[src/rtl/xc_aesmix_state.sv]
// xc_aesmix_state
//   Iterative AES MixColumns (forward or inverse) over a full state of NCOL
//   32-bit columns, computing LANES columns per cycle. Uses the XCrypto
//   valid/ready/flush handshake so it can be issued as a multi-cycle
//   functional-unit operation.
//
// Parameters
//   NCOL   number of 32-bit columns in the state (>= 1)
//   LANES  columns computed per cycle; must divide NCOL (G = NCOL/LANES groups)
//
// Ports
//   clock     in   rising-edge clock
//   reset     in   synchronous, active-low reset
//   flush     in   abort any operation in progress, return to IDLE
//   valid     in   request valid; inputs held stable until ready
//   state_in  in   32*NCOL state, column c = bits [32c+31:32c], byte 0 = [7:0]
//   enc       in   1 = forward MixColumns, 0 = inverse MixColumns
//   ready     out  single-cycle pulse, result valid
//   result    out  32*NCOL mixed state, same layout as state_in
module xc_aesmix_state #(
  parameter int NCOL  = 4,
  parameter int LANES = 1
) (
  input  logic                  clock,
  input  logic                  reset,
  input  logic                  flush,
  input  logic                  valid,
  input  logic [32*NCOL-1:0]    state_in,
  input  logic                  enc,
  output logic                  ready,
  output logic [32*NCOL-1:0]    result
);

  localparam int NG    = (LANES > 0) ? (NCOL / LANES) : 1;
  localparam int IDX_W = (NG > 1) ? $clog2(NG) : 1;
  localparam logic [IDX_W-1:0] LAST_IDX = IDX_W'(NG - 1);

  if ((NCOL < 1) || (LANES < 1) || ((NCOL % LANES) != 0)) begin : gBadParams
    $error("xc_aesmix_state: LANES must be >= 1 and divide NCOL exactly");
  end

  typedef enum logic [1:0] {
    IDLE = 2'd0,
    BUSY = 2'd1,
    DONE = 2'd2
  } stateT;

  stateT                 state_q, state_d;
  logic [IDX_W-1:0]      idx_q, idx_d;
  logic [32*NCOL-1:0]    result_q, result_d;
  logic                  compute;

  // Multiply by x in GF(2^8) modulo 0x11b.
  function automatic logic [7:0] xtime(input logic [7:0] a);
    xtime = {a[6:0], 1'b0} ^ (a[7] ? 8'h1b : 8'h00);
  endfunction

  // One column through the forward or inverse MixColumns matrix. All the
  // needed multiples are built from a shared xtime chain (2a, 4a, 8a).
  function automatic logic [31:0] mixColumn(input logic [31:0] col, input logic fwd);
    logic [7:0] a  [4];
    logic [7:0] m2 [4];
    logic [7:0] m3 [4];
    logic [7:0] m9 [4];
    logic [7:0] m11[4];
    logic [7:0] m13[4];
    logic [7:0] m14[4];
    logic [7:0] m4, m8;
    logic [7:0] b  [4];
    for (int i = 0; i < 4; i++) begin
      a[i]   = col[8*i +: 8];
      m2[i]  = xtime(a[i]);
      m4     = xtime(m2[i]);
      m8     = xtime(m4);
      m3[i]  = m2[i] ^ a[i];
      m9[i]  = m8 ^ a[i];
      m11[i] = m8 ^ m2[i] ^ a[i];
      m13[i] = m8 ^ m4 ^ a[i];
      m14[i] = m8 ^ m4 ^ m2[i];
    end
    if (fwd) begin
      b[0] = m2[0] ^ m3[1] ^ a[2]  ^ a[3];
      b[1] = a[0]  ^ m2[1] ^ m3[2] ^ a[3];
      b[2] = a[0]  ^ a[1]  ^ m2[2] ^ m3[3];
      b[3] = m3[0] ^ a[1]  ^ a[2]  ^ m2[3];
    end else begin
      b[0] = m14[0] ^ m11[1] ^ m13[2] ^ m9[3];
      b[1] = m9[0]  ^ m14[1] ^ m11[2] ^ m13[3];
      b[2] = m13[0] ^ m9[1]  ^ m14[2] ^ m11[3];
      b[3] = m11[0] ^ m13[1] ^ m9[2]  ^ m14[3];
    end
    mixColumn = {b[3], b[2], b[1], b[0]};
  endfunction

  // State, group counter and result register. Reset wins over everything,
  // including flush and an operation in flight.
  always_ff @(posedge clock) begin
    if (!reset) begin
      state_q  <= IDLE;
      idx_q    <= '0;
      result_q <= '0;
    end else begin
      state_q  <= state_d;
      idx_q    <= idx_d;
      result_q <= result_d;
    end
  end

  // Next-state logic. idx_q is always zero in IDLE, so the group being
  // computed is simply idx_q in both IDLE and BUSY. Dropping valid in BUSY
  // abandons the operation without a ready pulse; flush does the same from
  // any state but leaves the result register untouched.
  always_comb begin
    state_d  = state_q;
    idx_d    = idx_q;
    result_d = result_q;
    compute  = 1'b0;

    if (flush) begin
      state_d = IDLE;
      idx_d   = '0;
    end else begin
      case (state_q)
        IDLE: begin
          if (valid) begin
            compute = 1'b1;
            if (NG == 1) begin
              state_d = DONE;
            end else begin
              state_d = BUSY;
              idx_d   = IDX_W'(1);
            end
          end
        end
        BUSY: begin
          if (!valid) begin
            state_d = IDLE;
            idx_d   = '0;
          end else begin
            compute = 1'b1;
            if (idx_q == LAST_IDX) begin
              state_d = DONE;
              idx_d   = '0;
            end else begin
              idx_d = idx_q + 1'b1;
            end
          end
        end
        DONE: begin
          state_d = IDLE;
        end
        default: begin
          state_d = IDLE;
          idx_d   = '0;
        end
      endcase
    end

    if (compute) begin
      for (int l = 0; l < LANES; l++) begin
        result_d[(int'(idx_q) * LANES + l) * 32 +: 32] =
          mixColumn(state_in[(int'(idx_q) * LANES + l) * 32 +: 32], enc);
      end
    end
  end

  assign ready  = (state_q == DONE);
  assign result = result_q;

endmodule

[config.mk]
export PLATFORM = sky130hd
export DESIGN_NAME = xc_aesmix_state
export DESIGN_NICKNAME = d
export VERILOG_FILES = /design/src/rtl/xc_aesmix_state.sv
export SDC_FILE = /design/constraint.sdc
export NUM_CORES = 1
export LEC_CHECK = 0
export CORE_UTILIZATION = 45
export CTS_CLUSTER_DIAMETER = 120
export DETAILED_ROUTE_END_ITERATION = 7
export GPL_TIMING_DRIVEN = 0
export PLACE_DENSITY = 0.79
export REMOVE_ABC_BUFFERS = 1
export SLEW_MARGIN = 20
export SYNTH_ARGS = -nofsm -noshare
export SYNTH_HDL_FRONTEND = slang
export SYNTH_SLANG_ARGS = --single-unit
export TNS_END_PERCENT = 20
[constraint.sdc]
create_clock -name clock -period 4.5 [get_ports clock]
set_clock_uncertainty 0.15 [all_clocks]
set_input_delay 0.45 -clock clock [delete_from_list [all_inputs] [get_ports clock]]
set_output_delay 0.45 -clock clock [all_outputs]
set_load 0.02 [all_outputs]
# Yosys cells after proc, flatten, opt, wreduce, memory -nomap -nowiden
# Index checks and enable logic that the tools add are counted.
[totals] reg_bits=132 in_bits=133 wordCells=109
[op_classes] addsub=2 eq_ne=5 shift=3 mux=25 n_bitwise=66 n_reduce_logical=5
[ops] operator="8-bit bitwise XOR" count=52
[ops] operator="128-bit bitwise mux" count=1
[ops] operator="32-bit by 33-bit variable shift with 128-bit output (first input constant)" count=1
[ops] operator="128-bit by 8-bit indexed part select with 32-bit output" count=1
[ops] operator="32-bit by 33-bit indexed part select with 128-bit output" count=1
[ops] operator="8-bit by 5-bit bitwise XOR with 8-bit output" count=12
[ops] operator="32-bit two-way mux" count=2
[ops] operator="5-bit two-way mux" count=12
[ops] operator="7-bit negator with 33-bit output" count=1
[ops] operator="2-bit two-way mux" count=5
[ops] operator="2-bit one-hot mux with 3 select lines" count=1
[ops] operator="2-bit equality test (second input constant)" count=2
[ops] operator="2-bit one-hot mux with 2 select lines" count=1
[ops] operator="2-bit AND reduction" count=2
[ops] operator="2-bit OR reduction" count=2
[ops] operator="1-bit two-way mux" count=3
[ops] operator="3-bit != test (second input constant)" count=1
[ops] operator="2-bit by 1-bit adder with 2-bit output (second input constant)" count=1
[ops] operator="2-bit by 1-bit equality test with 1-bit output (second input constant)" count=1
[ops] operator="2-bit zero test" count=1
[ops] operator="2-bit != test (second input constant)" count=1
[ops] operator="1-bit inverter" count=2

# Logic depth before layout (Yosys ltp)
# Gate-level depths: netlist of the first run.
[logic_depth] word_depth=16 depth_mapped=12

# Worst setup path after synthesis of the first run
# No wires, ideal clock.
[synth_path] path_kind="reg2reg" from="register idx_q[0]" to="register result_q[37], in the netlist result[37]" t_arrival_ns=2.886 required_ns=4.223 setup_slack_ns=1.338 stages_incl_launch_ff=12 path_buffers=3 synth_period_minus_slack_ns=3.162 path_cell_list="dfxtp_1 -> buf_6 -> buf_8 -> buf_6 -> mux4_2 -> xnor2_4 -> xnor2_1 -> xnor3_1 -> xnor2_1 -> nor2_1 -> a21oi_1 -> o21ai_0"
[synth_via] elab_chain_cells=14 word_cells_on_any_way=83 cone_classes="1 x add/sub; 3 x shift; 15 x mux; 64 x bitwise"
[synth_lines] item="start, declared" line="49" rtl="logic [IDX_W-1:0] idx_q, idx_d;"
[synth_lines] item="start signal, assigned" line="104" rtl="idx_q <= idx_d;"
[synth_lines] item="128-bit by 8-bit indexed part select with 32-bit output" line="162" rtl="mixColumn(state_in[(int'(idx_q) * LANES + l) * 32 +: 32], enc);"
[synth_lines] item="8-bit by 5-bit bitwise XOR with 8-bit output or 5-bit two-way mux (tied branches) (2 in series)" line="55" rtl="xtime = {a[6:0], 1'b0} ^ (a[7] ? 8'h1b : 8'h00);"
[synth_lines] item="5-bit two-way mux or 8-bit by 5-bit bitwise XOR with 8-bit output (tied branches)" line="55"
[synth_lines] item="8-bit by 5-bit bitwise XOR with 8-bit output" line="55"
[synth_lines] item="8-bit bitwise XOR, on equally long branches" line="78, 79, 77"
[synth_lines] item="8-bit bitwise XOR, on equally long branches" line="79, 77, 78"
[synth_lines] item="8-bit bitwise XOR, on equally long branches (3 in series)"
[synth_lines] item="32-bit two-way mux" line="81" rtl="if (fwd) begin"
[synth_lines] item="32-bit two-way mux" line="159" rtl="if (compute) begin"
[synth_lines] item="32-bit by 33-bit indexed part select with 128-bit output" line="161" rtl="result_d[(int'(idx_q) * LANES + l) * 32 +: 32] ="
[synth_lines] item="128-bit bitwise mux (*)" line="161"
[synth_lines] item="end signal, assigned" line="105" rtl="result_q <= result_d;"
[synth_lines] item="end, declared" line="50" rtl="logic [32*NCOL-1:0] result_q, result_d;"
# Mark *: on every way between the ends. The rest lies on a longest branch, timed or not. The select of a mux whose other input is x is not followed.
# A chain may end at the register's enable or synchronous reset.

# Final worst setup path of the first run
[layout_path] from="register idx_q[0]" to="register result_q[92], in the netlist result[92]"
# Same word-level chain as after synthesis.

==> impl_metrics.xml, run 1 <==
<?xml version="1.0" encoding="UTF-8"?>
<metrics>
  <group name="die">
    <metric name="core_area" unit="mm²">0.0166</metric>
    <metric name="placement_rows" unit="">47</metric>
    <metric name="floorplan.die_area" unit="mm²">0.0177</metric>
    <metric name="io_pins" unit="">262</metric>
    <metric name="initial_utilization" unit="%">46.3</metric>
    <metric name="chipWidth" unit="µm">133</metric>
    <metric name="die_h" unit="µm">133</metric>
  </group>
  <group name="worst_setup_path">
    <metric name="required_time_of_the_worst_setup_path" unit="ns">4.63</metric>
    <metric name="arrival" unit="ns">4.02</metric>
    <metric name="path_class" unit="">flip-flop to flip-flop</metric>
    <metric name="path_max_fanout" unit="">40</metric>
    <metric name="endpoint_kind" unit="">flip-flop</metric>
    <metric name="startpoint_class_of_the_critical_path" unit="">flip-flop</metric>
    <metric name="r2r_cells" unit="">8</metric>
  </group>
  <group name="synth">
    <metric name="synthFlopType" unit="">dfxtp_1</metric>
    <metric name="synth_area" unit="mm²">0.00771</metric>
    <metric name="netlist.top_cell.by_area" unit="">dfxtp_1</metric>
    <metric name="netlist_instances" unit="">725</metric>
    <metric name="synth-edff-count" unit="">0</metric>
    <metric name="yosysMostFrequentCell" unit="">xnor2_1</metric>
    <metric name="post_synth_most_frequent_cells" unit="">xnor2_1, dfxtp_1, nand2_1, a22o_1, o21ai_0</metric>
    <metric name="synth_seq_area_share" unit="%">34.3</metric>
    <metric name="netlist.area_leader.share" unit="%">34.3</metric>
    <metric name="syn-mean-instance-area" unit="µm²">10.6</metric>
    <metric name="ys_ff_latch" unit="">132</metric>
    <metric name="synth_warnings" unit="">0</metric>
    <metric name="ys_async_sr_fraction" unit="%">0</metric>
    <metric name="synth.distinct_cells" unit="">39</metric>
    <metric name="area_contributors_post_synth" unit="">dfxtp_1, xnor2_1, mux4_2</metric>
  </group>
  <group name="pwr">
    <metric name="power_per_unit_of_standard_cell_area" unit="mW/mm²">413</metric>
    <metric name="leakage" unit="nW">3.82</metric>
    <metric name="totalPowerFinal" unit="mW">4.54</metric>
    <metric name="worst_ir_drop_vdd" unit="V">0.000277</metric>
  </group>
  <group name="timing">
    <metric name="worst_slack" unit="ns">0.608</metric>
    <metric name="slew_headroom" unit="%">28.4</metric>
    <metric name="finalHoldWorstSlack" unit="ns">0.301</metric>
    <metric name="layout_min_cycle_time" unit="ns">3.89</metric>
    <metric name="hold_viol_final" unit="">0</metric>
    <metric name="finalCritPeriodShare" unit="%">86.5</metric>
    <metric name="worst_pin_slew" unit="ns">1.07</metric>
    <metric name="rsz0062_at_grt" unit="">no</metric>
    <metric name="finalMaxSlewViolations" unit="">0</metric>
    <metric name="max_clock_freq" unit="GHz">0.257</metric>
    <metric name="final_setup_viols" unit="">0</metric>
  </group>
  <group name="global_route">
    <metric name="initial_antenna_violation_count" unit="">0</metric>
    <metric name="grt_start_max_net_pins" unit="">41</metric>
    <metric name="grt-ovfl-total" unit="">0</metric>
    <metric name="grt_pass1_vias" unit="">6144</metric>
    <metric name="groute.usage.overall" unit="%">24.9</metric>
    <metric name="grt_pass1_wl" unit="µm">33900</metric>
  </group>
  <group name="clocking">
    <metric name="post_cts_resize_count" unit="">0</metric>
    <metric name="clock_path_buffers" unit="">2</metric>
    <metric name="cts_buffers" unit="">17</metric>
    <metric name="cts_sinks" unit="">132</metric>
    <metric name="post_cts_setup_buffer_count" unit="">0</metric>
    <metric name="ctsHtreeMaxLevel" unit="">4</metric>
    <metric name="tritoncts" unit="">built</metric>
    <metric name="worstSkewPairLatency" unit="ns">0.42</metric>
    <metric name="ctsHoldBuffers" unit="">0</metric>
    <metric name="worst_setup_hold_path_clk_slew" unit="ns">0.06</metric>
    <metric name="clockRootBuffer" unit="">clkbuf_16</metric>
  </group>
  <group name="route">
    <metric name="route.final.wire_length" unit="µm">21400</metric>
    <metric name="route.detailed.vias_per_inst" unit="">5.19</metric>
    <metric name="dr_total_vias" unit="">6157</metric>
    <metric name="route.antenna.remaining_nets" unit="">0</metric>
    <metric name="drcViolationCount" unit="">0</metric>
    <metric name="drt_iter0_drc" unit="">396</metric>
    <metric name="wl_per_cell" unit="µm">18.0</metric>
    <metric name="drt_pre_antenna_iters" unit="">6</metric>
  </group>
  <group name="placed_design">
    <metric name="port_buffers" unit="">261</metric>
    <metric name="pre_cts_ws" unit="ns">0.603</metric>
    <metric name="finalWeightedCongestion" unit="">0.802</metric>
    <metric name="dp_hpwl" unit="µm">16700</metric>
  </group>
  <group name="finish">
    <metric name="antennaDiodeCount" unit="">0</metric>
    <metric name="drive_gt1_share" unit="%">10.6</metric>
    <metric name="area_growth" unit="%">42.3</metric>
    <metric name="fin_nets" unit="">1092</metric>
  </group>
  <group name="hold_path">
    <metric name="class_of_the_tightest_hold_or_removal_check" unit="">flip-flop to flip-flop</metric>
    <metric name="min_delay_path_depth" unit="">2</metric>
  </group>
  <group name="job">
    <metric name="cap_violations" unit="">0</metric>
  </group>
  <group name="outcome">
    <metric name="status" unit="">complete, no violations</metric>
  </group>
</metrics>
-- final cells by class --
type | count | area, µm²
multi-input cells | 537 | 4800
repair buffers | 263 | 2640
inverters | 2 | 7.51
well taps | 220 | 275
flip-flops and latches | 132 | 2650
clock buffers | 19 | 453
fillers | 1343 | 5670
clock inverters | 13 | 146
-- placed cells by master, fill, tap and decap left out, types with 2 or more instances in the layout --
cell type,synthesis,routed
xor2_2,3,3
dfxtp_1,132,130
mux2i_1,2,2
and2_1,6,4
xnor2_1,161,161
clkdlybuf4s50_1,0,260
xnor2_2,12,12
clkbuf_16,0,17
nand3_1,3,3
a22o_1,56,56
nor4b_2,0,3
a22oi_1,16,16
nand2_1,72,72
ha_1,6,6
inv_6,0,4
and2_0,2,2
o21ai_0,50,50
clkbuf_8,0,2
and2_2,0,2
a21oi_1,2,2
nor2_2,2,2
inv_1,2,2
bufinv_16,0,2
clkinv_2,0,2
xor2_1,39,39
nor2_1,10,10
clkinv_4,0,3
xnor2_4,8,8
clkinvlp_4,0,2
nand2b_1,2,2
nor2b_1,18,18
o21ai_1,16,16
mux4_2,32,32
xnor3_1,8,8
-- critical path: stages (launching register included) --
cell and delay [ns]:
dfxtp_4 0.80, mux4_2 0.78, xor2_2 0.36, xnor3_1 0.57, xor2_1 0.22, xnor2_1 0.22, nor2_2 0.09, xnor2_1 0.37
o21ai_0 0.16
-- layer usage --
layer  GRT usage (%)  vias to the layer above  share of wire (%)
li1                -                     2953                  -
met2            43.8                      273                 51
met3            3.87                       25                5.8
met4            7.47                        0                1.5
met5               0                        -                  0
met1            31.2                     2906                 42
-- sequential cells by signal, summed over array words and instances (netlist names) --
| name | flops |
|---|---|
| result | 128 |
| state_q | 2 |
| idx_q | 2 |
-- per-stage QoR --
| step | instance area (µm²) | TNS [ns] | utilization (%) | instances |
|---|---|---|---|---|
| floorplan | 7430 | 0 | - | 671 |
| global placement | 10300 | -52.42 | 62.0 | 1152 |
| detailed placement | 10400 | 0 | 62.2 | 1154 |
| CTS | 11000 | 0 | 65.8 | 1186 |
| global route | 11000 | 0 | 66.0 | 1186 |
| finish | 11000 | 0 | 66.0 | 1186 |
-- cells by family after synthesis --
logic type / after synthesis / share of synthesized area, %
flip-flops: 132 / 34.3
adder cells (fa/ha/maj): 6 / 0.974
AO/OA/AOI/OAI: 143 / 12.6
buffers and inverters: 56 / 3.70
AND/OR/NAND/NOR: 122 / 7.38
XOR/XNOR: 232 / 31.4
multiplexers: 34 / 9.61
-- final timing paths --
path	to	startpoint	slack [ns]
worst max-delay path	result[92]	idx_q[0]	0.61
worst min-delay path	result[37]	result[37]	0.30
worst max register to register	result[92]	idx_q[0]	0.61
worst min register to register	result[37]	result[37]	0.30
-- power by group --
group / switching, mW / internal (mW) / total [mW]
sequential: 0.0294 / 1.21 / 1.24
combinational: 1.04 / 0.883 / 1.92
clock: 0.532 / 0.851 / 1.38
Power figures use the tool's default switching activity.
==> inputs of run 2 (changes only) <==
Settings changed: GPL_TIMING_DRIVEN 0 to not set.
==> run 2 against run 1 <==
Compared with the run above: critical path depth did not move; power decreased by 0.38%; combinational power about the same; sequential cell count is the same; maximum frequency increased by 2.5%; largest cell class unchanged.
==> impl_metrics.xml, run 2 (synthesis gave the netlist of run 1 again) <==
<?xml version="1.0" encoding="UTF-8"?>
<metrics>
  <group name="die">
    <metric name="placement_rows" unit="">47</metric>
    <metric name="die_h" unit="µm">133</metric>
    <metric name="io_pins" unit="">262</metric>
    <metric name="core_area" unit="mm²">0.0166</metric>
    <metric name="floorplan.die_area" unit="mm²">0.0177</metric>
    <metric name="chipWidth" unit="µm">133</metric>
    <metric name="initial_utilization" unit="%">46.3</metric>
  </group>
  <group name="worst_setup_path">
    <metric name="slowest_delay" unit="ns">0.79</metric>
    <metric name="required_time_of_the_worst_setup_path" unit="ns">4.62</metric>
    <metric name="reg2reg_to" unit="">result[45]</metric>
    <metric name="r2r_cells" unit="">8</metric>
    <metric name="worst_path_most_repeated_cell" unit="">xnor2_1</metric>
    <metric name="crit_family" unit="">XOR/XNOR gates</metric>
    <metric name="path_max_fanout" unit="">23</metric>
    <metric name="crit_buf_inv" unit="">0</metric>
    <metric name="worstSetupPathDepth" unit="">8</metric>
    <metric name="r2r_start" unit="">idx_q[0]</metric>
    <metric name="r2r_setup_slack" unit="ns">0.70</metric>
    <metric name="endpoint_kind" unit="">flip-flop</metric>
    <metric name="arrival" unit="ns">3.92</metric>
    <metric name="critical_path.cell_chain" unit="">mux4_2 -&gt; xor2_2 -&gt; xnor3_1 -&gt; xor2_1 -&gt; xnor2_1 -&gt; nor2_2 -&gt; xnor2_1 -&gt; o21ai_0</metric>
    <metric name="startpoint_class_of_the_critical_path" unit="">flip-flop</metric>
    <metric name="critPathSlowestCell" unit="">dfxtp_2</metric>
    <metric name="path_class" unit="">flip-flop to flip-flop</metric>
  </group>
  <group name="route">
    <metric name="drt_pre_antenna_iters" unit="">4</metric>
    <metric name="route.detailed.vias_per_inst" unit="">5.23</metric>
    <metric name="drt_iter0_drc" unit="">424</metric>
    <metric name="drcViolationCount" unit="">0</metric>
    <metric name="drt-met1-wl" unit="µm">9680</metric>
    <metric name="wl_per_cell" unit="µm">18.6</metric>
    <metric name="detailroute.wirelength.met2" unit="µm">11100</metric>
    <metric name="wl_met3" unit="µm">1370</metric>
    <metric name="route.antenna.remaining_nets" unit="">0</metric>
    <metric name="maxUsedRoutingLayer" unit="">met4</metric>
    <metric name="route.final.wire_length" unit="µm">22300</metric>
    <metric name="dr_total_vias" unit="">6284</metric>
  </group>
  <group name="clocking">
    <metric name="worstSkewPairLatency" unit="ns">0.41</metric>
    <metric name="worst_setup_hold_path_clk_slew" unit="ns">0.06</metric>
    <metric name="ctsHtreeMaxLevel" unit="">4</metric>
    <metric name="cts_buffers" unit="">17</metric>
    <metric name="clockRootBuffer" unit="">clkbuf_16</metric>
    <metric name="tritoncts" unit="">built</metric>
    <metric name="ctsHoldBuffers" unit="">0</metric>
    <metric name="post_cts_resize_count" unit="">0</metric>
    <metric name="post_cts_setup_buffer_count" unit="">0</metric>
    <metric name="clock_path_buffers" unit="">2</metric>
    <metric name="cts_sinks" unit="">132</metric>
  </group>
  <group name="hold_path">
    <metric name="min_delay_path_depth" unit="">2</metric>
    <metric name="class_of_the_tightest_hold_or_removal_check" unit="">flip-flop to flip-flop</metric>
    <metric name="worstHoldEndpoint" unit="">result[21]</metric>
    <metric name="holdCritStartpoint" unit="">result[21]</metric>
  </group>
  <group name="global_route">
    <metric name="grt_pass1_wl" unit="µm">35100</metric>
    <metric name="groute.usage.overall" unit="%">25.7</metric>
    <metric name="initial_antenna_violation_count" unit="">0</metric>
    <metric name="grt_start_max_net_pins" unit="">33</metric>
    <metric name="grt_pass1_vias" unit="">6405</metric>
    <metric name="grt-ovfl-total" unit="">0</metric>
  </group>
  <group name="timing">
    <metric name="rsz0062_at_grt" unit="">no</metric>
    <metric name="hold_viol_final" unit="">0</metric>
    <metric name="finalHoldWorstSlack" unit="ns">0.299</metric>
    <metric name="layout_min_cycle_time" unit="ns">3.80</metric>
    <metric name="finalSetupTns" unit="ns">0</metric>
    <metric name="final_setup_viols" unit="">0</metric>
    <metric name="finalCritPeriodShare" unit="%">84.4</metric>
    <metric name="max_clock_freq" unit="GHz">0.263</metric>
    <metric name="finalMaxSlewViolations" unit="">0</metric>
    <metric name="worst_pin_slew" unit="ns">0.980</metric>
    <metric name="slew_headroom" unit="%">34.7</metric>
  </group>
  <group name="pwr">
    <metric name="worst_ir_drop_vdd" unit="V">0.000226</metric>
    <metric name="leakage" unit="nW">3.89</metric>
    <metric name="power_per_unit_of_standard_cell_area" unit="mW/mm²">409</metric>
  </group>
  <group name="placed_design">
    <metric name="dp_hpwl" unit="µm">17600</metric>
    <metric name="finalWeightedCongestion" unit="">0.845</metric>
    <metric name="post-place-cells" unit="">1170</metric>
    <metric name="port_buffers" unit="">261</metric>
  </group>
  <group name="finish">
    <metric name="layout_common_cells" unit="">clkdlybuf4s50_1, xnor2_1, dfxtp_1</metric>
    <metric name="drive_gt1_share" unit="%">11.2</metric>
    <metric name="num-fill-cells" unit="">1301</metric>
    <metric name="fin_nets" unit="">1108</metric>
    <metric name="layout.cells.most_common" unit="">clkdlybuf4s50_1</metric>
    <metric name="antennaDiodeCount" unit="">0</metric>
    <metric name="area_growth" unit="%">43.2</metric>
    <metric name="fin_cells" unit="">1201</metric>
    <metric name="largest_reg_flops" unit="">128</metric>
  </group>
  <group name="outcome">
    <metric name="status" unit="">complete, no violations</metric>
  </group>
  <group name="job">
    <metric name="cap_violations" unit="">0</metric>
  </group>
</metrics>
==> run 2: cell type report <==
class,instances,area (µm²),area share (%)
multi-input combinational,537,4780,43.3
timing repair buffer,279,2750,24.9
sequential,132,2640,23.9
clock buffer,19,453,4.10
tap,220,275,2.49
clock inverter,12,130,1.18
inverter,2,7.51,0.0680
==> run 2: through the flow <==
stage	power [mW]	util, %	cell area, µm²	setup WS [ns]
4_1_cts	4.53	66.3	11000	0.665
6_report	4.52	66.3	11000	0.703
3_5_place_dp	3.19	62.8	10500	0.695
3_3_place_gp	3.17	62.8	10500	0.697
2_1_floorplan	2.64	-	7430	0.247
5_1_grt	4.72	66.3	11000	0.398
==> run 2: worst max-delay path by stage <==
stage                   from  slack, ns           to
floorplan           idx_q[0]       0.25   result[68]
global placement    idx_q[0]       0.70   result[84]
detailed placement  idx_q[0]       0.70   result[57]
CTS                 idx_q[0]       0.67   result[84]
global route        idx_q[0]       0.40  result[121]
finish              idx_q[0]       0.70   result[45]
==> run 2: tightest hold or removal path, cell delays in order, from the launching register on <==
cell and delay, ns:
dfxtp_1 0.32, nand2_1 0.04, o21ai_0 0.05
==> run 2: report_power, final <==
part | total (mW) | internal, mW | switching, mW
Clock | 1.34 | 0.842 | 0.503
Combinational | 1.94 | 0.888 | 1.05
Sequential | 1.23 | 1.21 | 0.0268
Total | 4.52 | 2.94 | 1.58
==> run 2: metal layers <==
layer | vias to the layer above | GRT usage (%)
met5 | - | 0
met4 | 0 | 5.24
met3 | 12 | 4.18
met2 | 277 | 44.9
met1 | 3013 | 33.3
li1 | 2982 | -
==> inputs of run 3 (changes only) <==
Clock period 4.5 ns to 3.9 ns, I/O delays scaled along.
==> run 3 against run 2 <==
Compared with the run above: utilization up 0.49 points; design area up 0.74%; critical path type unchanged; worst setup slack worse by 0.34 ns.
==> impl_metrics.xml, run 3 (synthesis gave the netlist of run 1 again) <==
<?xml version="1.0" encoding="UTF-8"?>
<metrics>
  <group name="outcome">
    <metric name="status" unit="">complete, no violations</metric>
  </group>
  <group name="route">
    <metric name="dr_total_vias" unit="">6470</metric>
    <metric name="route.antenna.remaining_nets" unit="">0</metric>
    <metric name="drt_pre_antenna_iters" unit="">5</metric>
    <metric name="route.final.wire_length" unit="µm">22800</metric>
    <metric name="drt_iter0_drc" unit="">422</metric>
    <metric name="wl_per_cell" unit="µm">18.9</metric>
    <metric name="route.detailed.vias_per_inst" unit="">5.37</metric>
    <metric name="drcViolationCount" unit="">0</metric>
  </group>
  <group name="worst_setup_path">
    <metric name="startpoint_class_of_the_critical_path" unit="">flip-flop</metric>
    <metric name="required_time_of_the_worst_setup_path" unit="ns">4.01</metric>
    <metric name="path_max_fanout" unit="">40</metric>
    <metric name="path_class" unit="">flip-flop to flip-flop</metric>
    <metric name="arrival" unit="ns">3.65</metric>
    <metric name="endpoint_kind" unit="">flip-flop</metric>
    <metric name="r2r_setup_slack" unit="ns">0.36</metric>
    <metric name="r2r_cells" unit="">9</metric>
  </group>
  <group name="clocking">
    <metric name="worstSkewPairLatency" unit="ns">0.41</metric>
    <metric name="ctsHoldBuffers" unit="">0</metric>
    <metric name="cts_sinks" unit="">132</metric>
    <metric name="tritoncts" unit="">built</metric>
    <metric name="clock_path_buffers" unit="">2</metric>
    <metric name="post_cts_resize_count" unit="">0</metric>
    <metric name="post_cts_setup_buffer_count" unit="">0</metric>
    <metric name="ctsHtreeMaxLevel" unit="">4</metric>
    <metric name="worst_setup_hold_path_clk_slew" unit="ns">0.07</metric>
    <metric name="cts_buffers" unit="">17</metric>
    <metric name="clockRootBuffer" unit="">clkbuf_16</metric>
  </group>
  <group name="pwr">
    <metric name="worst_ir_drop_vdd" unit="V">0.000311</metric>
    <metric name="power_per_unit_of_standard_cell_area" unit="mW/mm²">483</metric>
    <metric name="leakage" unit="nW">3.92</metric>
  </group>
  <group name="finish">
    <metric name="area_growth" unit="%">44.2</metric>
    <metric name="largest_reg_flops" unit="">128</metric>
    <metric name="layout_common_cells" unit="">clkdlybuf4s50_1, xnor2_1, dfxtp_1</metric>
    <metric name="design_area" unit="mm²">0.0111</metric>
    <metric name="antennaDiodeCount" unit="">0</metric>
    <metric name="fin_nets" unit="">1111</metric>
    <metric name="layout.cells.most_common" unit="">clkdlybuf4s50_1</metric>
    <metric name="num-fill-cells" unit="">1284</metric>
    <metric name="drive_gt1_share" unit="%">11.6</metric>
  </group>
  <group name="die">
    <metric name="die_h" unit="µm">133</metric>
    <metric name="io_pins" unit="">262</metric>
    <metric name="chipWidth" unit="µm">133</metric>
    <metric name="floorplan.die_area" unit="mm²">0.0177</metric>
    <metric name="core_area" unit="mm²">0.0166</metric>
    <metric name="placement_rows" unit="">47</metric>
    <metric name="initial_utilization" unit="%">46.3</metric>
  </group>
  <group name="timing">
    <metric name="max_clock_freq" unit="GHz">0.282</metric>
    <metric name="finalCritPeriodShare" unit="%">90.8</metric>
    <metric name="worst_pin_slew" unit="ns">0.909</metric>
    <metric name="layout_min_cycle_time" unit="ns">3.54</metric>
    <metric name="finalHoldWorstSlack" unit="ns">0.296</metric>
    <metric name="finalMaxSlewViolations" unit="">0</metric>
    <metric name="hold_viol_final" unit="">0</metric>
    <metric name="slew_headroom" unit="%">39.2</metric>
    <metric name="rsz0062_at_grt" unit="">no</metric>
    <metric name="final_setup_viols" unit="">0</metric>
  </group>
  <group name="global_route">
    <metric name="grt_pass1_vias" unit="">6506</metric>
    <metric name="grt-ovfl-total" unit="">0</metric>
    <metric name="initial_antenna_violation_count" unit="">0</metric>
    <metric name="grt_start_max_net_pins" unit="">41</metric>
    <metric name="global_route.usage.met3" unit="%">4.21</metric>
    <metric name="grt.met1_usage" unit="%">33.9</metric>
    <metric name="grt_pass1_wl" unit="µm">36000</metric>
    <metric name="globalRouteMet2Util" unit="%">46.6</metric>
    <metric name="groute.usage.overall" unit="%">26.5</metric>
    <metric name="grt-busiest-layer" unit="">met2</metric>
  </group>
  <group name="placed_design">
    <metric name="port_buffers" unit="">261</metric>
    <metric name="finalWeightedCongestion" unit="">0.873</metric>
    <metric name="place_area" unit="mm²">0.0105</metric>
    <metric name="dp_hpwl" unit="µm">17400</metric>
  </group>
  <group name="hold_path">
    <metric name="min_delay_path_depth" unit="">2</metric>
    <metric name="class_of_the_tightest_hold_or_removal_check" unit="">flip-flop to flip-flop</metric>
  </group>
  <group name="job">
    <metric name="cap_violations" unit="">0</metric>
  </group>
</metrics>
[run 3: changes by cell type in the layout (fill, tap and decap cells not counted)]
cell | before | now
clkinv_2 | 4 | 1
buf_4 | 18 | 19
inv_6 | 2 | 6
buf_12 | 0 | 2
bufinv_16 | 2 | 3
inv_8 | 0 | 1
clkbuf_8 | 2 | 0
[run 3: critical path, stage by stage, from the launching register on]
cell     delay, ns
dfxtp_2       0.34
buf_12        0.26
mux4_2        0.73
xor2_2        0.34
xnor3_1       0.57
xor2_1        0.21
xnor2_1       0.19
nor2_2        0.08
xnor2_1       0.33
o21ai_0       0.16
[run 3: per-stage QoR]
step           total power [mW]  setup WS (ns)  std cells  setup TNS (ns)  util (%)
3_3_place_gp               3.69          0.315       1173               0      63.1
3_5_place_dp               3.72          0.287       1173               0      63.1
4_1_cts                    5.37          0.353       1205               0      66.8
6_report                   5.38          0.359       1205               0      66.8
5_1_grt                    5.63          0.160       1205               0      66.8
2_1_floorplan              3.04         -0.353        671          -17.30         -
[run 3: cell type report]
type | instances | area, µm² | share of cell area (%)
repair buffers | 282 | 2800 | 25.1
flip-flops and latches | 132 | 2640 | 23.8
inverters | 2 | 7.51 | 0.0675
well taps | 220 | 275 | 2.47
clock buffers | 17 | 425 | 3.82
multi-input cells | 537 | 4780 | 43.0
clock inverters | 15 | 191 | 1.72
[run 3: final timing paths]
check / end / from
worst max-delay path: result[92] / idx_q[0]
worst min-delay path: result[20] / result[20]
worst min register to register: result[20] / result[20]
worst max register to register: result[92] / idx_q[0]
[run 3: power by group]
part           switching [mW]  internal (mW)  leakage [nW]
combinational            1.24           1.05          2.55
sequential             0.0267           1.39          1.07
clock                   0.644           1.02         0.298
total                    1.91           3.47          3.92
[run 3: layer usage]
| metal | wire, µm | vias to the layer above |
|---|---|---|
| li1 | - | 2999 |
| met1 | 9610 | 3143 |
| met2 | 11500 | 312 |
| met3 | 1530 | 16 |
| met4 | 192 | 0 |
| met5 | 0 | - |
